### src/rtl/fst1_pkg.sv
// fst1_pkg: shared constants and types for the first-1 detector family
// (fst1_sel, fst1_norm).
//   DW       data word width (fixed at 32)
//   PW       position width; POS_NONE marks an all-zero word
//   s1_t     payload held in the normalizer's first pipeline stage
//   pos_check  consistency test of a position against its data word
package fst1_pkg;

  localparam int DW = 32;
  localparam int PW = 6;
  localparam logic [PW-1:0] POS_NONE = 6'd32;

  typedef struct packed {
    logic [DW-1:0] data;
    logic [PW-1:0] pos;
    logic          chk_ok;
  } s1_t;

  // For a real index the word shifted down by pos must be exactly 1:
  // that covers both "bit pos is set" and "nothing above it is set".
  function automatic logic pos_check(input logic [DW-1:0] data,
                                     input logic [PW-1:0] pos);
    logic ok;
    if (pos < POS_NONE)
      ok = ((data >> pos[4:0]) == {{(DW-1){1'b0}}, 1'b1});
    else if (pos == POS_NONE)
      ok = (data == '0);
    else
      ok = 1'b0;
    return ok;
  endfunction

endpackage

### src/rtl/fst1_norm_lz_shift.sv
// lz_shift: combinational 32-bit left barrel shifter, zero fill.
//   data    word to shift
//   amt     shift amount 0..31
//   result  data << amt, truncated to 32 bits
module lz_shift
  import fst1_pkg::*;
(
  input  logic [DW-1:0] data,
  input  logic [4:0]    amt,
  output logic [DW-1:0] result
);

  always_comb begin
    result = data;
    if (amt[0]) result = result << 1;
    if (amt[1]) result = result << 2;
    if (amt[2]) result = result << 4;
    if (amt[3]) result = result << 8;
    if (amt[4]) result = result << 16;
  end

endmodule

### src/rtl/fst1_norm.sv
// fst1_norm: leading-one normalizer behind fst1_sel. Left-shifts the word
// so its most-significant 1 lands at bit 31, through a 2-stage valid/ready
// pipeline, with a sticky position/data mismatch flag and a saturating
// zero-word counter.
//   clk, rst                      clock, synchronous active-high reset
//   in_valid/in_ready             input handshake
//   in_data, in_pos               word and its first-1 position (32 = zero)
//   out_valid/out_ready           output handshake
//   out_data, out_shift, out_zero normalized word, shift applied, zero flag
//   err                           sticky mismatch flag
//   zero_cnt                      accepted zero words, saturating
module fst1_norm
  import fst1_pkg::*;
#(
  parameter int CW = 16
) (
  input  logic          clk,
  input  logic          rst,
  input  logic          in_valid,
  output logic          in_ready,
  input  logic [DW-1:0] in_data,
  input  logic [PW-1:0] in_pos,
  output logic          out_valid,
  input  logic          out_ready,
  output logic [DW-1:0] out_data,
  output logic [4:0]    out_shift,
  output logic          out_zero,
  output logic          err,
  output logic [CW-1:0] zero_cnt
);

  logic          s1_valid;
  s1_t           s1;
  logic          s2_adv;
  logic          s1_adv;
  logic          s1_zero;
  logic          s1_bad;
  logic [4:0]    s1_amt;
  logic [DW-1:0] shift_in;
  logic [DW-1:0] shift_out;

  assign s2_adv   = !out_valid || out_ready;
  assign s1_adv   = !s1_valid || s2_adv;
  assign in_ready = s1_adv;

  // Any position of 32 or more is handled as a zero word; an out-of-range
  // position additionally blanks the data so garbage never leaves the block.
  assign s1_zero  = (s1.pos >= POS_NONE);
  assign s1_bad   = (s1.pos > POS_NONE);
  assign s1_amt   = s1_zero ? 5'd0 : ~s1.pos[4:0];  // 31 - pos
  assign shift_in = s1_bad ? '0 : s1.data;

  lz_shift u_lz_shift (
    .data   (shift_in),
    .amt    (s1_amt),
    .result (shift_out)
  );

  always_ff @(posedge clk) begin
    if (rst) begin
      s1_valid <= 1'b0;
      s1       <= '0;
    end else if (s1_adv) begin
      s1_valid <= in_valid;
      if (in_valid) begin
        s1.data   <= in_data;
        s1.pos    <= in_pos;
        s1.chk_ok <= pos_check(in_data, in_pos);
      end
    end
  end

  // err and zero_cnt only move on the S1->S2 transfer, so a word parked in
  // either stage is seen exactly once.
  always_ff @(posedge clk) begin
    if (rst) begin
      out_valid <= 1'b0;
      out_data  <= '0;
      out_shift <= '0;
      out_zero  <= 1'b0;
      err       <= 1'b0;
      zero_cnt  <= '0;
    end else if (s2_adv) begin
      out_valid <= s1_valid;
      if (s1_valid) begin
        out_data  <= shift_out;
        out_shift <= s1_amt;
        out_zero  <= s1_zero;
        if (!s1.chk_ok)
          err <= 1'b1;
        if (s1_zero && (zero_cnt != '1))
          zero_cnt <= zero_cnt + 1'b1;
      end
    end
  end

endmodule

### config.mk
export PLATFORM = sky130hd
export DESIGN_NAME = fst1_norm
export DESIGN_NICKNAME = d
export VERILOG_FILES = /design/src/rtl/fst1_pkg.sv /design/src/rtl/fst1_norm_lz_shift.sv /design/src/rtl/fst1_norm.sv
export SDC_FILE = /design/constraint.sdc
export NUM_CORES = 1
export LEC_CHECK = 0
export ABC_AREA = 1
export BUFFER_PORTS_ARGS = -buffer_cell sky130_fd_sc_hd__buf_2
export CAP_MARGIN = 20
export CORE_MARGIN = 2
export CORE_UTILIZATION = 50
export DETAILED_ROUTE_END_ITERATION = 10
export HOLD_SLACK_MARGIN = 0.03
export PLACE_DENSITY_LB_ADDON = 0.3
export SLEW_MARGIN = 20
export SYNTH_ARGS = -nofsm -noshare
export SYNTH_HDL_FRONTEND = slang
export SYNTH_SLANG_ARGS = --single-unit
### constraint.sdc
create_clock -name clk -period 3 [get_ports clk]
set_input_delay 0.6 -clock clk [delete_from_list [all_inputs] [get_ports clk]]
set_output_delay 0.6 -clock clk [all_outputs]
set_load 0.02 [all_outputs]
# After elaboration in Yosys (flattened, before gate mapping)
# Index checks and enable logic that the tools add are counted.
[totals] rom_bits=0 output_inout_bits=57 n_memories=0 wordCells=39 input_bits=42 ram_bits=0 latchBits=0 ff_bits=96
[op_classes] div=0 n_bitwise=2 mux=9 shift=1 n_lt_le_gt_ge=3 n_reduce_logical=10 n_eq_ne=3 add_sub_neg=1 multipliers=0
[op_table] cell="two-way mux 32 bit" count=6
[op_table] cell="equality test 32 x 1 -> 1 bit (second input constant)" count=1
[op_table] cell="logical NOT 32 bit" count=1
[op_table] cell=">> shifter 32 x 5 -> 32 bit" count=1
[op_table] cell="adder 16 x 1 -> 16 bit (second input constant)" count=1
[op_table] cell="!= test 16 bit (second input constant)" count=1
[op_table] cell="equality test 6 bit (second input constant)" count=1
[op_table] cell=">= comparator 6 bit (second input constant)" count=1
[op_table] cell="> comparator 6 bit (second input constant)" count=1
[op_table] cell="less-than comparator 6 bit (second input constant)" count=1
[op_table] cell="AND reduction 3 bit" count=2
[op_table] cell="two-way mux 5 bit" count=1
[op_table] cell="inverter 5 bit" count=1
[op_table] cell="AND reduction 2 bit" count=2
[op_table] cell="logical NOT 1 bit" count=2
[op_table] cell="logical OR 1 bit" count=2
[op_table] cell="two-way mux 1 bit" count=2
[op_table] cell="logical AND 1 bit" count=1
[op_table] cell="inverter 1 bit" count=1

# Logic depth before layout (Yosys ltp)
[depth] ltp_word=7 ltp_mapped=17 ltp_nobuf=16

# Modules after synthesis
# Synthesis repeated with hierarchy kept, for this count alone.
[hier_totals] cells_unflattened=1209 area_unflattened_um2=6982.9
[by_module_without_submodules] module="fst1_norm" area_per_inst_um2=5387.7 cells_each=855 seq_area_each_um2=1921.8 instances=1
[by_module_without_submodules] module="lz_shift" area_per_inst_um2=1595.3 cells_each=354 seq_area_each_um2=0.0 instances=1

# Worst setup path after synthesis
# OpenSTA, ideal clock, no wires.
[synth_path] path_type="input-to-reg" from="input port out_ready" to="register s1[27] (netlist name)" t_arrival_ps=1744 n_path_buf=2 slack_ps=1128 setup_ps=128 required_time_ps=2872 cell_stages=6 cell_sequence="nor2_1 nand2_1 nand2_1 buf_2 buf_1 a21oi_1"
[synth_between] elab_chain_cells=3
[synth_lines] item="from (decl)" line="fst1_norm.sv:24" rtl="input logic out_ready,"
[synth_lines] item="logical OR 1 bit" line="fst1_norm.sv:42" rtl="assign s2_adv = !out_valid || out_ready;"
[synth_lines] item="logical OR 1 bit" line="fst1_norm.sv:43" rtl="assign s1_adv = !s1_valid || s2_adv;"
[synth_lines] item="named net in_ready" line="fst1_norm.sv:20" rtl="output logic in_ready,"
[synth_lines] item="AND reduction 2 bit (no line)"
[synth_lines] item="to (decl)" line="fst1_norm.sv:33" rtl="s1_t s1;"
# The timed path passes the listed nets, and every way through them passes these cells.
# A chain may end at the register's enable or synchronous reset.

# Worst setup path after layout
[layout_path] from="register s1[6] (netlist name)" to="register out_data[24]"
[layout_between] elab_chain_cells=7 word_cells_on_any_way=9 cone_classes="order compare (2); mux (7)"
[layout_lines] item="> comparator 6 bit / >= comparator 6 bit (equally long branches)" line="fst1_norm.sv:49, fst1_norm.sv:48"
[layout_lines] item="two-way mux 32 bit / two-way mux 5 bit (equally long branches)" line="fst1_norm.sv:51, fst1_norm.sv:50"
[layout_lines] item="two-way mux 32 bit" line="fst1_norm_lz_shift.sv:15" rtl="if (amt[0]) result = result << 1;"
[layout_lines] item="two-way mux 32 bit" line="fst1_norm_lz_shift.sv:16" rtl="if (amt[1]) result = result << 2;"
[layout_lines] item="two-way mux 32 bit" line="fst1_norm_lz_shift.sv:17" rtl="if (amt[2]) result = result << 4;"
[layout_lines] item="two-way mux 32 bit" line="fst1_norm_lz_shift.sv:18" rtl="if (amt[3]) result = result << 8;"
[layout_lines] item="two-way mux 32 bit *" line="fst1_norm_lz_shift.sv:19" rtl="if (amt[4]) result = result << 16;"
[layout_lines] item="to (signal assigned)" line="fst1_norm.sv:86" rtl="out_data <= shift_out;"
[layout_lines] item="to (decl)" line="fst1_norm.sv:25" rtl="output logic [DW-1:0] out_data,"
# Mark *: on every way between the ends. The rest lies on a longest branch, timed or not.

==> results.yml <==
synth:
  synth_top_area_frac: 0.287
  yosys-top-cells-area: "dfxtp_1 29%, nand2_1 17%, nand3_1 15%"
  synthFlopType: "dfxtp_1"
  synth_seq_cells: 96
  async_flop_share: 0
  synth_seq_area_share: 0.287
  yosys.area.top_type: "dfxtp_1"
  yosys.cell_types.count: 39
  yosysMostFrequentCell: "nand2_1"
  syn_inst: 1119
  ys_warn_count: 0
  synth_common_cells: "309 x nand2_1, 206 x nand3_1, 96 x dfxtp_1, 94 x nor2_1, 92 x a21oi_1"
  syn-cell-area_um2: 6690
  syn_nets: 1162
  synth_edf_count: 0
  syn_avg_cell_area_um2: 5.98
grt:
  grt_overflow: 0
  grt_pass1_vias: 6475
  grt_usage: 0.262
  grt_pass1_wl_mm: 31.1
  grt_max_degree: 58
  antenna_found_initial: 0
sta:
  final_hold_viol_count: 0
  rsz0062_at_grt: "false"
  max_slew.worst_pin.slew_ns: 0.807
  tns_ns: 0
  skew_ns: 0.00870
  period_share: 0.800
  setup_viol_count_final: 0
  timing.hold.ws_ns: 0.462
  fin_crit_ns: 2.40
  max_slew_margin: 0.461
  timing.fmax_mhz: 416
  fin_ws_ns: 0.599
  report.final.slew_viol_count: 0
cts:
  root_buffer: "clkbuf_16"
  insertion_delay_ns: 0.34
  cts_tree: "yes"
  cts_sinks: 96
  cts_made_buffers: 9
  cts_setup_buffers: 0
  clkSlewWorstSetupHoldPaths_ns: 0.06
  cts-htree-levels: 3
  postCtsResizedCells: 0
  holdBufCountCts: 0
  cts_buffer_depth: 2
die:
  die_h_um: 120
  core_area_um2: 13100
  dieArea_um2: 14300
  placementRows: 42
  dieWidth_um: 120
  start_util: 0.509
  design.portCount: 99
worst_setup_path:
  cp_max_fo: 41
  cp-end-kind: "flip-flop"
  arrival_ns: 2.61
  slowest_delay_ns: 0.71
  critical-path-slowest-cell: "nor2_4"
  r2r_cells: 9
  critPathRequiredTime_ns: 3.21
  worstSetupPathType: "reg -> reg"
  cp_cell_sequence: "nor2_4 -> buf_4 -> a21oi_1 -> nand2_1 -> o21ai_0 -> o21ai_1 -> o21ai_1 -> a21boi_1 -> a21oi_1"
  start_kind: "flip-flop"
final_layout:
  syn_to_final_growth_pct: 12.1
  num_antenna_cells: 0
  fin_nets: 1217
  final_area_um2: 7490
  drive_gt1_frac: 0.140
route:
  wl_per_cell_um: 13.9
  drt_iter0_drc: 627
  dr.pass1.iters: 6
  routed_wl_mm: 18.8
  drc_errors: 0
  drtAntennaViolNets: 0
  vias: 7488
  via_per_inst: 5.53
status:
  status: "finished, final reports clean"
place:
  dpl-instance-area_um2: 7170
  pre_cts_ws_ns: 0.638
  hpwl_mm: 14.1
  io_buffers: 98
  place_congestion: 0.956
worst_hold_path:
  hold_depth: 2
  min_path_type: "reg -> reg"
power_and_ir_drop:
  powerDensity_nw_per_um2: 482
  p_leak_nw: 3.46
  ir_drop_uv: 291
run:
  cap_violations: 0
-- cells by family (layout without fill, tap and decap cells) --
logic type,after synthesis,after routing,synth area share
adder cells (fa/ha/maj),1,1,0.00187
AO/OA/AOI/OAI,217,217,0.180
flip-flops,96,96,0.287
buffers and inverters,151,211,0.103
AND/OR/NAND/NOR,654,654,0.428
-- report_power, final --
part           internal, mW  switching (mW)
Clock                 0.736           0.471
Combinational         0.326           0.690
Sequential             1.34          0.0448
-- cell type report --
type,instances,area (um2)
tap,176,220
clock buffer,14,284
timing repair buffer,117,658
clock inverter,2,35.0
inverter,78,295
fill,1379,5640
multi-input combinational,872,4080
sequential,96,1920
-- metrics by stage --
step | instances | utilization | total power, mW
6_report | 1355 | 0.570 | 3.61
4_1_cts | 1355 | 0.570 | 3.61
3_3_place_gp | 1339 | 0.546 | 2.41
2_1_floorplan | 1119 | - | 2.17
5_1_grt | 1355 | 0.570 | 3.81
3_5_place_dp | 1339 | 0.546 | 2.42
-- final timing paths --
| path | startpoint | to | slack, ns |
|---|---|---|---|
| worst min register to register | out_data[7] | out_data[7] | 0.46 |
| worst min-delay path | out_data[7] | out_data[7] | 0.46 |
| worst max register to register | s1[6] | out_data[24] | 0.60 |
| worst max-delay path | s1[6] | out_data[24] | 0.60 |
-- routing by layer --
metal	track usage	share of wire	routed length, um	up-vias
met5	0	0	0	-
met4	0.0934	0.026	482	0
met3	0.0371	0.063	1190	36
met2	0.426	0.46	8600	280
met1	0.356	0.45	8550	3326
li1	-	-	-	3846
-- critical path: cells and delay by family, from the launching register on --
| kind | cells | cell delay (ns) |
|---|---|---|
| simple gates | 2 | 0.83 |
| buf+inv | 1 | 0.27 |
| compound gates | 6 | 0.72 |
| flops | 1 | 0.46 |
-- state kept, by name, indices dropped and copies added (netlist names) --
name	flops
s1	39
out_data	32
zero_cnt	16
out_shift	5
err	1
out_valid	1
out_zero	1
s1_valid	1
-- cell usage in the layout, fill, tap and decap left out, types with 9 or more instances in the layout --
| master | n |
|---|---|
| nand2_1 | 308 |
| nand3_1 | 206 |
| buf_2 | 98 |
| dfxtp_1 | 96 |
| nor2_1 | 94 |
| a21oi_1 | 92 |
| inv_1 | 70 |
| o21ai_0 | 64 |
| o21ai_1 | 18 |
| buf_4 | 17 |
| a22oi_1 | 11 |
| o211ai_1 | 11 |
| nor3_1 | 10 |
| clkbuf_16 | 9 |
(Power assumes the default switching activity.)
